[config.mk]
export PLATFORM = sky130hd
export DESIGN_NAME = result_uart_tx
export DESIGN_NICKNAME = d
export VERILOG_FILES = /design/src/rtl/result_uart_tx.sv
export SDC_FILE = /design/constraint.sdc
export NUM_CORES = 1
export LEC_CHECK = 0
export CORE_ASPECT_RATIO = 2
export CORE_MARGIN = 4
export CORE_UTILIZATION = 60
export CTS_BUF_LIST = sky130_fd_sc_hd__clkbuf_4
export DETAILED_ROUTE_END_ITERATION = 10
export PLACE_DENSITY = 0.82
export SLEW_MARGIN = 20
export SYNTH_ARGS = -nofsm -noshare
export SYNTH_HDL_FRONTEND = slang
export SYNTH_SLANG_ARGS = --single-unit
[constraint.sdc]
create_clock -name clk -period 6.5 [get_ports clk]
set_input_delay 1.3 -clock clk [delete_from_list [all_inputs] [get_ports clk]]
set_output_delay 1.3 -clock clk [all_outputs]
set_load 0.05 [all_outputs]
[src/rtl/result_uart_tx.sv]
// result_uart_tx: buffers 40-bit result words in a FIFO and sends each as five 8N1 UART bytes, MSB byte first
module result_uart_tx #(
    parameter int CLKS_PER_BIT = 434,
    parameter int DATA_W       = 40,
    parameter int FIFO_DEPTH   = 4
) (
    input  logic                          clk,
    input  logic                          rst,
    input  logic                          enable,
    input  logic [DATA_W-1:0]             data,
    output logic                          tx,
    output logic                          busy,
    output logic                          overflow,
    output logic [$clog2(FIFO_DEPTH):0]   fifo_count
);
    localparam int AW = $clog2(FIFO_DEPTH);
    localparam int BW = $clog2(CLKS_PER_BIT);
    typedef enum logic [1:0] {IDLE, START, DATA, STOP} state_t;
    state_t state, state_n;
    logic [BW-1:0] baud_cnt, baud_n;
    logic [2:0] bit_idx, bit_n, byte_idx, byte_n;
    logic [DATA_W-1:0] shreg, shreg_n;
    logic [DATA_W-1:0] mem [FIFO_DEPTH];
    logic [AW-1:0] wr_ptr, rd_ptr;
    logic [7:0] cur;
    logic pop, push, full, bit_end, tx_n;
    assign full = fifo_count == (AW+1)'(FIFO_DEPTH);
    assign push = enable && (!full || pop);
    assign busy = fifo_count != '0 || state != IDLE;
    always_comb begin
        state_n = state;
        baud_n  = baud_cnt;
        bit_n   = bit_idx;
        byte_n  = byte_idx;
        shreg_n = shreg;
        pop     = 1'b0;
        bit_end = baud_cnt == BW'(CLKS_PER_BIT-1);
        case (state)
            IDLE: if (fifo_count != '0) begin
                pop     = 1'b1;
                shreg_n = mem[rd_ptr];
                byte_n  = '0;
                baud_n  = '0;
                state_n = START;
            end
            START: if (bit_end) begin
                baud_n  = '0;
                bit_n   = '0;
                state_n = DATA;
            end else baud_n = baud_cnt + 1'b1;
            DATA: if (bit_end) begin
                baud_n  = '0;
                bit_n   = bit_idx + 1'b1;
                state_n = bit_idx == 3'd7 ? STOP : DATA;
            end else baud_n = baud_cnt + 1'b1;
            STOP: if (bit_end) begin
                baud_n = '0;
                if (byte_idx == 3'(DATA_W/8-1)) state_n = IDLE;
                else begin
                    byte_n  = byte_idx + 1'b1;
                    shreg_n = shreg << 8;
                    state_n = START;
                end
            end else baud_n = baud_cnt + 1'b1;
            default: state_n = IDLE;
        endcase
        // current byte always sits at the top of the shift register
        cur  = shreg_n[DATA_W-1 -: 8];
        tx_n = state_n == START ? 1'b0 : state_n == DATA ? cur[bit_n] : 1'b1;
    end
    always_ff @(posedge clk or negedge rst) begin
        if (!rst) begin
            state      <= IDLE;
            baud_cnt   <= '0;
            bit_idx    <= '0;
            byte_idx   <= '0;
            shreg      <= '0;
            tx         <= 1'b1;
            overflow   <= 1'b0;
            fifo_count <= '0;
            wr_ptr     <= '0;
            rd_ptr     <= '0;
        end else begin
            state      <= state_n;
            baud_cnt   <= baud_n;
            bit_idx    <= bit_n;
            byte_idx   <= byte_n;
            shreg      <= shreg_n;
            tx         <= tx_n;
            overflow   <= overflow | (enable & ~push);
            fifo_count <= fifo_count + (AW+1)'(push) - (AW+1)'(pop);
            if (push) wr_ptr <= wr_ptr + 1'b1;
            if (pop) rd_ptr <= rd_ptr + 1'b1;
        end
    end
    always_ff @(posedge clk)
        if (push) mem[wr_ptr] <= data;
endmodule

# After elaboration in Yosys (flattened, before gate mapping)

Memories as Yosys holds them, arrays and structs flattened.
Cells that the tools add are included.

Register bits: 66
Memory bits (writable): 160
Input port bits: 43
Logic and storage cells: 74
Memories kept: 1

Memories:

| name | depth | bits a word | read ports | clocked after Yosys merged registers in | write ports | RTL line | source |
|---|---|---|---|---|---|---|---|
| mem  | 4     | 40          | 1          | 0                                       | 1           | 23       | `logic [DATA_W-1:0] mem [FIFO_DEPTH];` |

Add/subtract/negate cells: 7
$lt $le $gt $ge: 1
Eq/ne operators: 12
Muxes and demuxes: 29
Bitwise operators: 3
Reduce and logical (&&, ||, !) cells: 10

Operators by type and width:

| operator                                                    | count |
|---|---|
| two-way mux 40 bit                                          | 3 |
| case mux 40 bit (2 select lines)                            | 1 |
| two-way mux 9 bit                                           | 2 |
| case mux 9 bit (2 select lines)                             | 1 |
| two-way mux 3 bit                                           | 5 |
| case mux 3 bit (2 select lines)                             | 2 |
| adder 9 x 1 -> 9 bit (second input constant)                | 1 |
| equality test 3 bit (second input constant)                 | 3 |
| equality test 9 bit (second input constant)                 | 1 |
| two-way mux 1 bit                                           | 9 |
| two-way mux 2 bit                                           | 4 |
| case mux 2 bit (4 select lines)                             | 1 |
| adder 3 x 1 -> 3 bit (second input constant)                | 2 |
| equality test 2 bit (second input constant)                 | 3 |
| inequality test 2 bit (second input constant)               | 3 |
| adder 2 x 1 -> 2 bit (second input constant)                | 2 |
| equality test 2 x 1 -> 1 bit (second input constant)        | 2 |
| less-than comparator 3 x 4 -> 1 bit (second input constant) | 1 |
| AND reduction 4 bit                                         | 1 |
| nonzero test 2 bit                                          | 2 |
| adder 3 x 1 -> 3 bit                                        | 1 |
| binary-select mux 1 bit (select 3 bit)                      | 1 |
| nonzero test 3 bit                                          | 1 |
| OR reduction 3 bit                                          | 1 |
| 8 further kinds                                             | 9 |

# Longest topological paths before layout

Gate-level depths: netlist of run 1.

Depth in word-level cells: 8
Gate-level depth with buffers: 13
Gate-level depth less buffers: 13

# Worst setup path before layout of run 1

Ideal clock, no wire load.

Path kind: input to register
From: input enable
To: memory mem[0][0] (enable)
Setup time: 0.401 ns
Arrival time: 2.638 ns
Setup slack: 3.460 ns
Stages: 3
Path buffers: 1
Cells stage by stage: nor2b_1 -> clkbuf_1 -> and2_1

Cells in the longest elaborated chain, start to end: 3

Ends and longest elaborated chain:

| element                                 | RTL line | source |
|---|---|---|
| from (decl)                             | 9        | `input logic enable,` |
| logical AND 1 bit                       | 28       | `assign push = enable && (!full \|\| pop);` |
| two-way mux 1 bit                       | 97       | `if (push) mem[wr_ptr] <= data;` |
| two-way mux 1 bit (implied by the code) | 97       |  |
| to (decl)                               | 23       |  |

No other way between the ends.

# Worst setup path in the final report of run 1

From: register state[1]
To: output busy

Cells in the longest elaborated chain, start to end: 2

Ends and longest elaborated chain:

| element                | RTL line | source |
|---|---|---|
| from (decl)            | 19       | `state_t state, state_n;` |
| from (signal assigned) | 84       | `state <= state_n;` |
| nonzero test 2 bit     | 29       | `assign busy = fifo_count != '0 \|\| state != IDLE;` |
| logical OR 1 bit       | 29       |  |
| to (decl)              | 12       | `output logic busy,` |

No other way between the ends.

==> reports/metrics.csv, run 1 <==
metric;value;unit
Crit path arrival time;2.82;ns
met2 WL;11.35;mm
Slew HR;0.2711;
Critical Path Source Type;flip-flop;
Primary FF master, synth;edfxtp_1;
EDFF count, synth;160;
Synth Area in Adders;0.02555;
Synth warnings;0;
post-synthesis area per instance;16.03;µm²
RSZ-0062 raised after global routing;false;
max frequency;0.2428;GHz
most common cell in the synthesized netlist;edfxtp_1;
status;finished clean;
pwr/cell area;302.9;nW/µm²
fraction of synthesized area in multiplexers;0.1008;
Clock H-tree levels;2;
IO buf count;48;
initial DRC count;401;
Total GRT Usage;0.2240;
Compound-Gate Fraction of Synth Area;0.09867;
fraction of layout cells with a size suffix above 1;0.2180;
Die H;186.9;µm
met3 WL;830;µm
vias in the first global route;6051;
die area;18210;µm²
die width;97.44;µm
vias per std cell;6.070;
CTS Buf Count;49;
Final min period;4.118;ns
worst slew pin tran;1.089;ns
ys async rst share;0.2920;
routed len/inst;21.36;µm
first-pass GRT wire length;31.94;mm
critical path class;reg -> out;
Setup Buffers After CTS;0;
syn nets;661;
Final Net Count;734;
biggest area consumer among synthesized cells;edfxtp_1;
post-route DRC violation count;0;
Starting Density;0.6084;
Post-Synth XOR/XNOR Area;0.007299;
Synth Area in Simple Gates;0.06491;
Layout area overhead;12.63;%
site row count;65;
Commonest cells post-synth;160 x edfxtp_1, 67 x nand2_1, 65 x dfrtp_1;
CTS Buffer Depth;3;
fin. max-slew vios;0;
largest net degree at the start of global routing;68;
Post-Route M1 WL;6.406;mm
largest family of logic cells by synthesized area;multiplexers;
CTS tree;yes;
CP Max Fanout;12;
clk_skew;0.03923;ns
Post-Synthesis Cells;599;
clock latency on the worst-skew pair;0.64;ns
DRT Wirelength;19.51;mm
Hold Path Class;reg -> reg;
placed cell area;10200;µm²
Worst IR Drop VDD;0.1811;mV
RePlAce Congestion;0.9200;
Unique masters post-synth;71;
ANT nets after route;0;
Hold-fix buffers, CTS;0;
post-route setup TNS;0;ns
vias;5542;
max-cap viol count;0;
final hold vios;0;
Synth area leaders;edfxtp_1 50%, dfrtp_1 17%, mux4_2 9.4%, nand2_1 2.6%, ha_1 2.3%;
Critical Path RT;5.20;ns
mapped cell area;9599;µm²
Ports;49;
initial antenna violation count;1;
post-synth top area share;0.5005;
fill cell count;1093;
Reg clk slew, reported paths;0.08;ns
setup violators final;0;
Leak;0.003891;µW
top layer in use;met4;
final HPWL from detailed placement;12.75;mm
Core Box Area;15780;µm²
FF+latch count, synth;226;
Post-CTS Resized;0;
Initial DRT Pass Iterations;5;
Congestion Overflow GR;0;
Seq/Total Area, Yosys;0.6727;
Root Driver;clkbuf_4;
CTS sink cnt;226;
Tcrit/Tclk final;0.6336;
finished layout cell area;10810;µm²
Worst setup EP type;output pin;
## cell families after synthesis
family | Yosys count
adder cells (fa/ha/maj) | 19
AND/OR/NAND/NOR | 114
AO/OA/AOI/OAI | 129
multiplexers | 46
buffers and inverters | 57
flip-flops | 226
XOR/XNOR | 8
## metrics by stage
stage	cells	total power, µW	setup slack (ns)	utilization	hold slack, ns
2_1_floorplan	599	2111	3.460	-	0.4446
3_3_place_gp	822	2252	3.001	0.6464	0.4359
3_5_place_dp	822	2289	2.881	0.6464	0.4619
4_1_cts	912	3316	2.359	0.6851	0.4775
5_1_grt	913	3433	2.277	0.6853	0.5097
6_report	913	3275	2.382	0.6853	0.4720
## report_power, final
part           switching (µW)  total (µW)  internal [µW]  leakage [µW]
combinational             245         385            140       0.00126
clock                     523        1030            506      0.000371
sequential               72.3        1860           1790       0.00226
## path summary, 6_finish.rpt
check	from	to	slack, ns	cells past startpoint
max	state[1]$_DFF_PN0_	busy	2.38	5
min	overflow$_DFF_PN0_	overflow$_DFF_PN0_	0.47	1
max reg2reg	state[0]$_DFF_PN0_	byte_idx[2]$_DFFE_PN0P_	3.20	9
min reg2reg	overflow$_DFF_PN0_	overflow$_DFF_PN0_	0.47	1
max in group asynchronous	rst	rd_ptr[0]$_DFFE_PN0N_	5.03	2
min in group asynchronous	rst	fifo_count[1]$_DFF_PN0_	0.87	2
## layout by cell type, fill, tap and decap left out, types with 2 or more instances in the layout
cell type	synthesis	routed
a21o_1	3	3
a21oi_1	8	8
a22o_1	2	2
a22oi_1	26	26
a31oi_1	2	2
a32o_1	3	3
and2_1	7	3
and2_2	0	4
and3_1	4	4
buf_4	4	6
clkbuf_4	0	71
clkdlybuf4s50_1	0	47
clkinv_1	0	13
clkinv_2	0	5
dfrtp_1	65	64
edfxtp_1	160	160
ha_1	18	18
inv_1	22	22
inv_2	2	3
mux2i_1	4	4
mux4_2	40	40
nand2_1	67	67
nand2b_1	5	5
nand3_1	6	6
nand4_1	2	2
nor2_1	7	7
nor2b_1	3	3
o211ai_1	2	2
o21ai_0	32	32
o21ai_1	4	3
o221ai_1	3	3
o31ai_1	24	24
xnor2_1	5	5
xor2_1	3	3
## registers in the layout (all words and copies together) (netlist names)
name / flops
wr_ptr: 2
baud_cnt: 9
fifo_count: 3
overflow: 1
rd_ptr: 2
mem: 160
tx: 1
byte_idx: 3
state: 2
bit_idx: 3
shreg: 40
## layer usage
| metal | GRT usage | vias up |
|---|---|---|
| li1 | - | 2514 |
| met1 | 0.2379 | 2790 |
| met2 | 0.4194 | 177 |
| met3 | 0.02949 | 61 |
| met4 | 0.1232 | 0 |
| met5 | 0 | - |
## worst max-delay path: stages, from the launching register on
cell and delay [ns]:
dfrtp_1 0.43, inv_1 0.15, ha_1 0.37, and2_1 0.40
inv_6 0.13, clkdlybuf4s50_1 0.73
## area by class of cell
cell class | count | area, µm² | share of cell area
Sequential cell | 226 | 6459 | 0.5974
Multi-Input combinational cell | 316 | 2869 | 0.2654
Clock buffer | 71 | 533.0 | 0.04930
Timing Repair Buffer | 54 | 520.5 | 0.04814
Tap cell | 201 | 251.5 | 0.02326
Inverter | 25 | 98.84 | 0.009142
Clock inverter | 19 | 77.57 | 0.007175
Antenna cell | 1 | 2.502 | 0.0002315
Note: power is estimated with default switching activity, not from simulation.
==> run 2: changes to the inputs <==
Clock period 6.5 ns to 4.05 ns, I/O delays scaled along.
==> run 2 against run 1 <==
Compared with the run above:
- first-iteration DRC count shrank 1.7%
- via count grew 0.72%
- combinational power grew 75%
- sequential power grew 60%
- final area grew 1.3%
- non-clock buffer count grew 9
- cell count grew 0.77%
- wire length grew 3.6%
- register-to-register slack lost 2.3 ns
- power grew 63%
==> reports/metrics.csv, run 2 (synthesis gave the netlist of run 1 again) <==
metric;value;unit
Post-CTS Resized;0;
Die H;186.9;µm
FF-to-FF Start;baud_cnt[1]$_DFFE_PN0N_;
CTS Buf Count;48;
Final min period;3.704;ns
Clock H-tree levels;2;
Initial DRT Pass Iterations;4;
worst slew pin tran;0.8165;ns
Critical Path RT;3.24;ns
IO buf count;48;
min setup slack post-route;0.3463;ns
Hold Path Class;in -> async;
CTS Buffer Depth;3;
setup violators final;0;
Starting Density;0.6084;
worst r2r path cells;13;
vias in the first global route;6190;
CP Max Fanout;12;
clock latency on the worst-skew pair;0.63;ns
Ports;49;
initial antenna violation count;1;
critical path class;reg -> out;
max frequency;0.2700;GHz
die width;97.44;µm
first-pass GRT wire length;32.78;mm
post-route DRC violation count;0;
terminus of the critical flop-to-flop path;tx$_DFF_PN1_;
area of the multi-input gates;2869;µm²
Congestion Overflow GR;0;
Sequential Area;6459;µm²
DRT Wirelength;20.21;mm
Setup Buffers After CTS;0;
CTS tree;yes;
Crit path arrival time;2.89;ns
Non-Filler Instances;920;
Worst setup EP type;output pin;
site row count;65;
final hold vios;0;
Layout area overhead;14.12;%
routed len/inst;21.96;µm
end of the critical path;busy;
Setup WS pre-CTS;0.9855;ns
Leak;0.003957;µW
CTS sink cnt;226;
Slew HR;0.4516;
Final Net Count;742;
Critical Path Source Type;flip-flop;
Tcrit/Tclk final;0.9145;
critical path startpoint;state[1]$_DFF_PN0_;
RePlAce Congestion;0.9135;
Core Box Area;15780;µm²
Hold-fix buffers, CTS;0;
pwr/cell area;488.4;nW/µm²
final HPWL from detailed placement;14.03;mm
fill cell count;1047;
status;finished clean;
Total GRT Usage;0.2316;
largest net degree at the start of global routing;55;
most frequent cells in the layout;160 x edfxtp_1, 73 x clkbuf_4, 67 x nand2_1, 64 x dfrtp_1, 47 x clkdlybuf4s50_1;
Largest register FFs;160;
fraction of layout cells with a size suffix above 1;0.2270;
die area;18210;µm²
max-cap viol count;0;
clk_skew;0.04580;ns
RSZ-0062 raised after global routing;false;
Root Driver;clkbuf_4;
ANT nets after route;0;
Worst IR Drop VDD;0.4771;mV
largest register by flop count;mem;
vias per std cell;6.067;
initial DRC count;394;
register-to-register setup slack;0.95;ns
vias;5582;
fin. max-slew vios;0;
Inst Count DP;831;
largest registers;mem: 160 flops, shreg: 40 flops, baud_cnt: 9 flops;
post-route setup TNS;0;ns
Reg clk slew, reported paths;0.08;ns
most common cell after layout, fill and taps aside;edfxtp_1;
[run 2: layout make-up]
cell class | count | area share
multi-input combinational | 316 | 0.2619
clock inverter | 15 | 0.007767
timing repair buffer | 63 | 0.05848
inverter | 25 | 0.009023
tap | 201 | 0.02296
sequential | 226 | 0.5896
antenna | 1 | 0.0002284
clock buffer | 73 | 0.05003
[run 2: worst min-delay path by stage]
stage	endpoint	slack [ns]	cells after the start
final	fifo_count[2]$_DFF_PN0_	0.18	1
after detailed placement	overflow$_DFF_PN0_	0.46	1
after CTS	fifo_count[1]$_DFF_PN0_	0.38	1
after global placement	overflow$_DFF_PN0_	0.44	1
after global routing	fifo_count[2]$_DFF_PN0_	0.21	1
after floorplan	shreg[27]$_DFFE_PN0P_	0.44	2
[run 2: layer usage]
| layer | GRT usage | vias to the layer above | wire length [µm] |
|---|---|---|---|
| met2 | 0.4384 | 185 | 11790 |
| met3 | 0.03285 | 61 | 812 |
| met4 | 0.1285 | 0 | 1005 |
| met1 | 0.2389 | 2805 | 6602 |
| met5 | 0 | - | 0 |
| li1 | - | 2531 | - |
[run 2: power breakdown]
part           internal (µW)  switching (µW)  total [µW]
Sequential              2860             112        2970
Combinational            267             408         675
Clock                    890             812        1700
Total                   4020            1330        5350
[run 2: worst max-delay path, stage by stage, from the launching register on]
cell and delay [ns]:
dfrtp_1 0.42, inv_1 0.14, ha_1 0.39, and2_1 0.46, inv_6 0.14, clkdlybuf4s50_1 0.73
[run 2: stage by stage]
| stage | cell area [µm²] | hold WS, ns | util | power (µW) |
|---|---|---|---|---|
| 2_1_floorplan | 9599 | 0.4446 | - | 3388 |
| 3_3_place_gp | 10320 | 0.4417 | 0.6538 | 3663 |
| 3_5_place_dp | 10320 | 0.4601 | 0.6538 | 3716 |
| 4_1_cts | 10950 | 0.3810 | 0.6940 | 5415 |
| 5_1_grt | 10950 | 0.2083 | 0.6943 | 5609 |
| 6_report | 10950 | 0.1761 | 0.6943 | 5350 |
==> run 3: changes to the inputs <==
Settings changed: CORE_UTILIZATION 60 to 56, PLACE_DENSITY 0.82 to 0.8.
Clock period 4.05 ns to 3.1 ns, I/O delays scaled along.
==> run 3 against run 2 <==
Compared with the run above:
- count of clock-buffer cells in the layout down 8
- critical path depth unchanged
- cell count increased by 1.4%
- utilization decreased by 3.9 points
- critical endpoint unchanged
- largest power group unchanged
- non-clock buffer count up 7
- setup slack got worse by 0.14 ns
==> reports/metrics.csv, run 3 (synthesis gave the netlist of run 1 again) <==
metric;value;unit
CTS Buf Count;48;
CTS Buffer Depth;3;
largest registers;mem: 160 flops, shreg: 40 flops, baud_cnt: 9 flops;
initial antenna violation count;1;
vias per std cell;5.914;
die width;100.6;µm
clock latency on the worst-skew pair;0.64;ns
Leak;0.003970;µW
area of the multi-input gates;2880;µm²
Core Box Area;16770;µm²
total design power;6819;µW
final HPWL from detailed placement;13.12;mm
die area;19430;µm²
most frequent cells in the layout;160 x edfxtp_1, 67 x nand2_1, 65 x clkbuf_4, 64 x dfrtp_1, 46 x clkdlybuf4s50_1;
terminus of the critical flop-to-flop path;tx$_DFF_PN1_;
post-route DRC violation count;0;
fraction of layout cells with a size suffix above 1;0.2234;
most common cell after layout, fill and taps aside;edfxtp_1;
worst r2r path cells;13;
Tcrit/Tclk final;0.9341;
Clock H-tree levels;2;
finished layout cell area;10990;µm²
Sequential Area;6459;µm²
RePlAce Congestion;0.9265;
site row count;67;
fill cell count;1195;
fin. max-slew vios;0;
Root Driver;clkbuf_4;
placed cell area;10390;µm²
CP Max Fanout;12;
critical path class;reg -> out;
vias in the first global route;6137;
register-to-register setup slack;0.29;ns
worst slew pin tran;0.6499;ns
Critical Path RT;2.48;ns
Hold WS;0.4680;ns
initial DRC count;317;
setup violators final;0;
Largest register FFs;160;
routed len/inst;20.82;µm
cells along the critical path;inv_1 > ha_1 > and2_1 > inv_6 > dlygate4sd2_1;
largest net degree at the start of global routing;41;
ANT nets after route;0;
status;finished clean;
post-route setup TNS;0;ns
Total GRT Usage;0.2133;
pwr/cell area;620.2;nW/µm²
Critical Path Source Type;flip-flop;
largest register by flop count;mem;
FF-to-FF Start;baud_cnt[1]$_DFFE_PN0N_;
max-cap viol count;0;
CTS tree;yes;
vias;5518;
Final Net Count;749;
IO buf count;48;
DRT Wirelength;19.42;mm
Initial DRT Pass Iterations;5;
first-pass GRT wire length;31.54;mm
Final min period;2.896;ns
clk_skew;0.04298;ns
max frequency;0.3453;GHz
final hold vios;0;
Layout area overhead;14.53;%
Slew HR;0.5667;
Reg clk slew, reported paths;0.08;ns
Starting Density;0.5725;
Worst setup EP type;output pin;
CTS sink cnt;226;
slowest stage cell on the critical path;dlygate4sd2_1;
Critical Path Max Stage Delay;0.54;ns
RSZ-0062 raised after global routing;false;
Worst IR Drop VDD;0.4612;mV
Ports;49;
Crit path arrival time;2.28;ns
Die H;193.2;µm
Congestion Overflow GR;0;
Hold Path Class;in -> async;
run 3: layout make-up:
type	instances	share of cell area
Antenna cell	1	0.0002276
Clock buffer	65	0.04438
Clock inverter	23	0.008194
Inverter	25	0.008991
Multi-Input combinational cell	316	0.2620
Sequential cell	226	0.5875
Tap cell	207	0.02356
Timing Repair Buffer	70	0.06521
run 3: worst max-delay path: cells and delay by family (launching register included):
kind          cells  cell delay, ns
buf+inv           3            0.80
fa+ha+maj         1            0.22
simple gates      1            0.19
flops             1            0.43
run 3: report_power, final:
group          total, µW  leakage, µW  switching (µW)  internal (µW)
registers           3880      0.00226             146           3740
logic                901      0.00137             544            356
clock network       2030     0.000342            1050            984
run 3: metrics by stage:
| stage | instances | setup WS, ns | utilization |
|---|---|---|---|
| floorplan | 599 | 0.4332 | - |
| global placement | 843 | 0.1465 | 0.6199 |
| detailed placement | 843 | 0.04490 | 0.6199 |
| CTS | 932 | 0.03605 | 0.6549 |
| global route | 933 | 0.05593 | 0.6557 |
| finish | 933 | 0.2042 | 0.6557 |
run 3: how the worst max path moves through the flow:
stage / startpoint / end / slack, ns / cells after the start
CTS: baud_cnt[1]$_DFFE_PN0N_ / tx$_DFF_PN1_ / 0.04 / 13
detailed placement: baud_cnt[1]$_DFFE_PN0N_ / tx$_DFF_PN1_ / 0.04 / 13
global placement: baud_cnt[1]$_DFFE_PN0N_ / tx$_DFF_PN1_ / 0.15 / 13
floorplan: fifo_count[1]$_DFF_PN0_ / mem[0][0]$_DFFE_PP_ / 0.43 / 4
global route: baud_cnt[1]$_DFFE_PN0N_ / tx$_DFF_PN1_ / 0.06 / 13
finish: state[0]$_DFF_PN0_ / busy / 0.20 / 5
run 3: metal layers:
layer  vias up  share of wire  track usage
met1      2766           0.35       0.2232
met4         0          0.049       0.1194
met3        63          0.031      0.03601
met5         -              0            0
met2       141           0.57       0.3949
li1       2548              -            -
run 3: timing repair:
item                                    4_1_cts  5_1_grt
endpoints found under the hold margin        16        0
gates resized for setup                       1        2
setup buffers                                 0        0
endpoints found under the setup margin        1        1
hold buffers                                  1        0
